`src/rtl/pipe_ctrl_hazard_unit.sv`:
```
// rtl/pipe_ctrl_hazard_unit.sv - ID-stage decode, load-use/branch hazard control and multiplier stall FSM
// Also keeps saturating stall and taken-branch counters.
module pipe_ctrl_hazard_unit #(
  parameter int INST_W  = 32,
  parameter int RADDR_W = 5,
  parameter int MUL_LAT = 3,
  parameter int CNT_W   = 16
) (
  input  logic               clk_i,
  input  logic               rst_i,
  input  logic [INST_W-1:0]  inst_i,
  input  logic               beq_i,
  input  logic               ex_memread_i,
  input  logic [RADDR_W-1:0] ex_rd_i,
  output logic [2:0]         alu_op_o,
  output logic               alu_src_o,
  output logic               reg_write_o,
  output logic               mem_read_o,
  output logic               mem_write_o,
  output logic               mem_to_reg_o,
  output logic               valid_o,
  output logic               pc_write_o,
  output logic               ifid_write_o,
  output logic               idex_write_o,
  output logic               flush_o,
  output logic               pc_sel_o,
  output logic               mul_busy_o,
  output logic [CNT_W-1:0]   stall_cnt_o,
  output logic [CNT_W-1:0]   branch_cnt_o
);

  localparam logic [6:0] OP_R    = 7'b0110011;
  localparam logic [6:0] OP_ADDI = 7'b0010011;
  localparam logic [6:0] OP_LW   = 7'b0000011;
  localparam logic [6:0] OP_SW   = 7'b0100011;
  localparam logic [6:0] OP_BEQ  = 7'b1100011;

  localparam int CW       = (MUL_LAT > 4) ? $clog2(MUL_LAT) : 2;
  localparam int MUL_INIT = (MUL_LAT > 1) ? MUL_LAT - 2 : 0;

  typedef enum logic {S_IDLE, S_MUL_BUSY} state_t;

  state_t            state_q, state_d;
  logic [CW-1:0]     cnt_q, cnt_d;
  logic [CNT_W-1:0]  stall_q, stall_d;
  logic [CNT_W-1:0]  branch_q, branch_d;

  logic [2:0]         dec_op;
  logic               dec_src, dec_rw, dec_mr, dec_mw, dec_m2r, dec_valid;
  logic               uses_rs2, is_mul, is_beq;
  logic [RADDR_W-1:0] rs1, rs2;
  logic               luse, busy, taken, mul_go;
  logic               unused_inst;

  assign rs1         = inst_i[15 +: RADDR_W];
  assign rs2         = inst_i[20 +: RADDR_W];
  assign unused_inst = ^{inst_i[INST_W-1:31], inst_i[29:26], inst_i[11:7]};

  always_comb begin
    dec_op    = 3'b000;
    dec_src   = 1'b0;
    dec_rw    = 1'b0;
    dec_mr    = 1'b0;
    dec_mw    = 1'b0;
    dec_m2r   = 1'b0;
    dec_valid = 1'b0;
    uses_rs2  = 1'b0;
    is_mul    = 1'b0;
    is_beq    = 1'b0;
    case (inst_i[6:0])
      OP_R: begin
        uses_rs2 = 1'b1;
        case (inst_i[14:12])
          3'b000: begin
            dec_valid = 1'b1;
            dec_rw    = 1'b1;
            if (inst_i[30]) begin
              dec_op = 3'b100;
            end else if (inst_i[25]) begin
              dec_op = 3'b101;
              is_mul = 1'b1;
            end else begin
              dec_op = 3'b011;
            end
          end
          3'b111: begin dec_valid = 1'b1; dec_rw = 1'b1; dec_op = 3'b001; end
          3'b110: begin dec_valid = 1'b1; dec_rw = 1'b1; dec_op = 3'b010; end
          default: ;
        endcase
      end
      OP_ADDI: begin dec_valid = 1'b1; dec_rw = 1'b1; dec_src = 1'b1; dec_op = 3'b011; end
      OP_LW: begin
        dec_valid = 1'b1; dec_rw = 1'b1; dec_src = 1'b1;
        dec_mr = 1'b1; dec_m2r = 1'b1; dec_op = 3'b000;
      end
      OP_SW: begin
        dec_valid = 1'b1; dec_src = 1'b1; dec_mw = 1'b1;
        uses_rs2 = 1'b1; dec_op = 3'b111;
      end
      OP_BEQ: begin dec_valid = 1'b1; uses_rs2 = 1'b1; is_beq = 1'b1; dec_op = 3'b110; end
      default: ;
    endcase
  end

  assign luse   = ex_memread_i && (ex_rd_i != '0) &&
                  ((ex_rd_i == rs1) || (uses_rs2 && (ex_rd_i == rs2)));
  assign busy   = (state_q == S_MUL_BUSY);
  assign taken  = is_beq && beq_i && !luse && !busy;
  assign mul_go = is_mul && !luse && !busy && (MUL_LAT > 1);

  // Busy holds the whole front end; decode stays visible but ID/EX does not capture it.
  always_comb begin
    alu_op_o     = 3'b000;
    alu_src_o    = 1'b0;
    reg_write_o  = 1'b0;
    mem_read_o   = 1'b0;
    mem_write_o  = 1'b0;
    mem_to_reg_o = 1'b0;
    valid_o      = 1'b0;
    pc_write_o   = 1'b0;
    ifid_write_o = 1'b0;
    idex_write_o = 1'b0;
    flush_o      = 1'b0;
    pc_sel_o     = 1'b0;
    if (rst_i) begin
      if (busy || !luse) begin
        alu_op_o     = dec_op;
        alu_src_o    = dec_src;
        reg_write_o  = dec_rw;
        mem_read_o   = dec_mr;
        mem_write_o  = dec_mw;
        mem_to_reg_o = dec_m2r;
        valid_o      = dec_valid;
      end
      if (!busy) begin
        pc_write_o   = !luse;
        ifid_write_o = !luse;
        idex_write_o = 1'b1;
        flush_o      = taken;
        pc_sel_o     = taken;
      end
    end
  end

  assign mul_busy_o   = busy;
  assign stall_cnt_o  = stall_q;
  assign branch_cnt_o = branch_q;

  always_comb begin
    state_d  = state_q;
    cnt_d    = cnt_q;
    stall_d  = stall_q;
    branch_d = branch_q;
    case (state_q)
      S_IDLE: begin
        if (mul_go) begin
          state_d = S_MUL_BUSY;
          cnt_d   = CW'(MUL_INIT);
        end
      end
      S_MUL_BUSY: begin
        if (cnt_q == '0) state_d = S_IDLE;
        else             cnt_d   = cnt_q - CW'(1);
      end
      default: state_d = S_IDLE;
    endcase
    if ((luse || busy) && (stall_q != '1)) stall_d = stall_q + CNT_W'(1);
    if (taken && (branch_q != '1))         branch_d = branch_q + CNT_W'(1);
  end

  always_ff @(posedge clk_i or negedge rst_i) begin
    if (!rst_i) begin
      state_q  <= S_IDLE;
      cnt_q    <= '0;
      stall_q  <= '0;
      branch_q <= '0;
    end else begin
      state_q  <= state_d;
      cnt_q    <= cnt_d;
      stall_q  <= stall_d;
      branch_q <= branch_d;
    end
  end

endmodule

```
`config.mk`:
```
export PLATFORM = sky130hd
export DESIGN_NAME = pipe_ctrl_hazard_unit
export DESIGN_NICKNAME = d
export VERILOG_FILES = /design/src/rtl/pipe_ctrl_hazard_unit.sv
export SDC_FILE = /design/constraint.sdc
export NUM_CORES = 1
export LEC_CHECK = 0
export ABC_AREA = 1
export CORE_MARGIN = 8
export CORE_UTILIZATION = 35
export DETAILED_ROUTE_END_ITERATION = 10
export PLACE_DENSITY = 0.67
export SETUP_SLACK_MARGIN = 0.05
export SKIP_LAST_GASP = 1
export SLEW_MARGIN = 15
export SYNTH_ARGS = -nofsm -noshare
export SYNTH_HDL_FRONTEND = slang
export SYNTH_SLANG_ARGS = --single-unit
```
`constraint.sdc`:
```
create_clock -name clk_i -period 1.6 [get_ports clk_i]
set_input_delay 0.24 -clock clk_i [delete_from_list [all_inputs] [get_ports clk_i]]
set_output_delay 0.24 -clock clk_i [all_outputs]
set_load 0.05 [all_outputs]
```
==> results.md <==
* Outcome: finished, violations left
* Failing checks: negative setup slack
* # clock sinks at 35
* Sequential Power Share at 41.3%
* Critical R2R Capture: branch_cnt_o[13]$_DFFE_PN0P_
* IO Count at 88
* Worst-Margin Slew at 0.399 ns
* Initial Util at 36.1%
* Hold WS at 0.179 ns
* Final period util at 108%
* CTS tree: yes
* Finished Layout Cells at 605
* EDFF count, synth at 0
* Cell internal pwr at 1580 µW
* Initial antenna violation count at 0
* Max clock buf depth at 2
* Req. time, crit path at 1.36 ns
* Synthesized Nets at 420
* Layout cell share with drive strength beyond 1 at 48.2%
* Synth area leader: dfrtp_1
* Die width at 103 µm
* Clock-pin slew on the worst setup and hold paths at 0.07 ns
* CP startpoint kind: input pin
* Switching pwr at 769 µW
* Worst skew pair latency at 0.29 ns
* Setup repair after global routing missed its margin: true
* Hold-fix buffers at CTS at 0
* CP endpoint kind: output port
* Critical path peak fanout at 4
* Reg2reg setup slack at 0.09 ns
* Synth Register Bits at 35
* ANT cells at 0
* Placed cells at 579
* Cell area power density at 521 nW/µm²
* Skew final at 0.0123 ns
* Post-Syn Area at 2620 µm²
* Post-synth top cells: nand2_1 (114), inv_1 (40), nor2_1 (39)
* Final WS setup at -0.120 ns
* Netlist cell types at 32
* Routed wire length at 8480 µm
* DRC Markers at 0
* Core Footprint at 7250 µm²
* Main synth FF type: dfrtp_1
* Detailed Routing Iterations Pass 1 at 4
* R2R Path Start: branch_cnt_o[1]$_DFFE_PN0P_
* Most numerous cell in the Yosys netlist: nand2_1
* Switch share at 32.8%
* Total power draw at 2350 µW
* Critical Path Slowest Stage Cell: a21oi_2
* Iteration-0 DRC Markers at 112
* Root Buffer Master: clkbuf_8
* FFs w/ async S/R, synth at 100%
* Gpl congestion at 0.922
* First-pass GRT wire length at 13800 µm
* Ranking of synthesized cells by area: dfrtp_1 (33%), nand2_1 (16%), nand3_1 (6.5%), nand4_1 (6.2%), inv_1 (5.7%)
* Final #Nets at 549
* Peak VDD IR at 0.337 mV
* Per-cell routed wire length at 14.0 µm
* CP Cell Sequence: buf_6 > nor2_4 > nand3_4 > nor2_4 > nand2_1 > a21oi_2 > nor2_2 > nand2_2 > nand3_4 > clkinvlp_4 > buf_8
* Sequential area share after synthesis at 33.4%
* Top cell type's share of synthesized area at 33.4%
* Max-Cap Viols at 0
* Crit Path Class: input pin to output port
* Slew HR at 73.4%
* Fin. Hold Viols at 0
* Layout Utilization at 62.0%
* Die ar. at 10500 µm²
* Max Slew Vio Count at 0
* CP peak stage delay at 0.18 ns
* Largest net degree at the start of global routing at 22
* GRT Total Usage at 16.3%
* Vias in the first global route at 2923
* Max frequency at 581 MHz
* TritonCTS buffer count at 5
* Final Setup Violations at 11
* Overflow after GRT at 0
* Die height at 103 µm
* Hold Path Class: input pin to async pin
* WP data arrival at 1.48 ns
* Syn_area_per_cell at 6.96 µm²
* Worst Reg-to-Reg Cells at 9
* Final HPWL DP at 6380 µm
* Layout area overhead at 71.8%
* Clock Power Share at 28.4%
* DR vias at 2942
* CTS H-tree lvls at 2
* Setup TNS at -0.782 ns
* Number of I/O port buffers at 77
* Logic gate share of total power at 30.3%
* Post-route ant nets at 0
* Cell row count at 31
* Leak at 0.00209 µW
* Warning count from the yosys run at 0
* Cells after synthesis at 376
* Period minus WS final at 1.72 ns
* Vias/cell at 4.86
[placed cells by master, fill, tap and decap left out, drive strengths merged]
master,count
clkbuf,8
clkinv,3
dfrtp,35
dlygate4sd2,4
a21oi,8
o211ai,1
nand3b,4
o21ai,6
nand2,118
clkdlybuf4s50,1
clkinvlp,1
xor2,15
nand3,35
buf,123
and3,1
o32ai,1
clkdlybuf4s15,1
xnor2,15
nor2,41
inv,39
nand4,27
ha,3
nor3,11
dlymetal6s2s,2
or2,3
[layout make-up]
type	instances	area, µm²
Tap cell	99	124
Clock buffer	7	86.3
Timing Repair Buffer	132	1250
Fill cell	599	2750
Clock inverter	1	5.00
Sequential cell	35	912
Multi-Input combinational cell	289	1940
Inverter	42	181
[power groups by stage]
stage	clock (µW)	sequential, µW	combinational (µW)
detailed placement	0	987	695
global placement	0	985	688
finish	666	969	710
global route	721	976	765
CTS	688	969	698
floorplan	0	1130	220
[timing repair]
| item | 4_1_cts | 5_1_grt |
|---|---|---|
| pin swaps | 45 | 50 |
| buffers inserted | 8 | 10 |
| hold endpoints to repair | 0 | 0 |
| resized for setup | 118 | 42 |
| endpoints found under the setup margin | 48 | 39 |
[registers in the layout, indices dropped and copies added, names as in the netlist]
name	cells
stall_cnt_o	16
mul_busy_o	1
cnt_q	2
branch_cnt_o	16
[how the worst max path moves through the flow]
stage | from | end | cells after the start
CTS | inst_i[2] | alu_op_o[1] | 11
floorplan | inst_i[5] | pc_write_o | 11
global placement | inst_i[4] | branch_cnt_o[14]$_DFFE_PN0P_ | 10
finish | inst_i[2] | valid_o | 11
global route | inst_i[2] | alu_op_o[1] | 11
detailed placement | inst_i[4] | branch_cnt_o[13]$_DFFE_PN0P_ | 10
[stage by stage]
stage          worst slack, ns  cell area, µm²
2_1_floorplan           -0.119            2960
3_3_place_gp            -0.688            4110
3_5_place_dp            -0.762            4110
4_1_cts                 -0.133            4290
5_1_grt                 -0.197            4500
6_report                -0.120            4500
[critical path: cells and delay by family]
| kind | cells | cell delay, ns |
|---|---|---|
| AO/OA/AOI/OAI | 1 | 0.18 |
| AND/OR/NAND/NOR | 7 | 0.75 |
| buffers and inverters | 3 | 0.33 |
[kinds of logic after synthesis]
group | Yosys count | synth area share, %
AOI/OAI and AO/OA | 16 | 4.01
adders and majority gates | 3 | 1.43
buffers and inverters | 52 | 8.98
xor gates and xnor gates | 30 | 10.0
DFF | 35 | 33.4
and+or+nand+nor | 240 | 42.1
[metal layers]
layer  up-vias  track usage [%]  routed length (µm)
met5         -                0                   0
met4         0             4.74                 116
met3        11             3.38                 440
met2        70             27.3                4270
met1      1377             20.5                3650
li1       1484                -                   -
No activity file was read; power rests on OpenSTA's default activity.
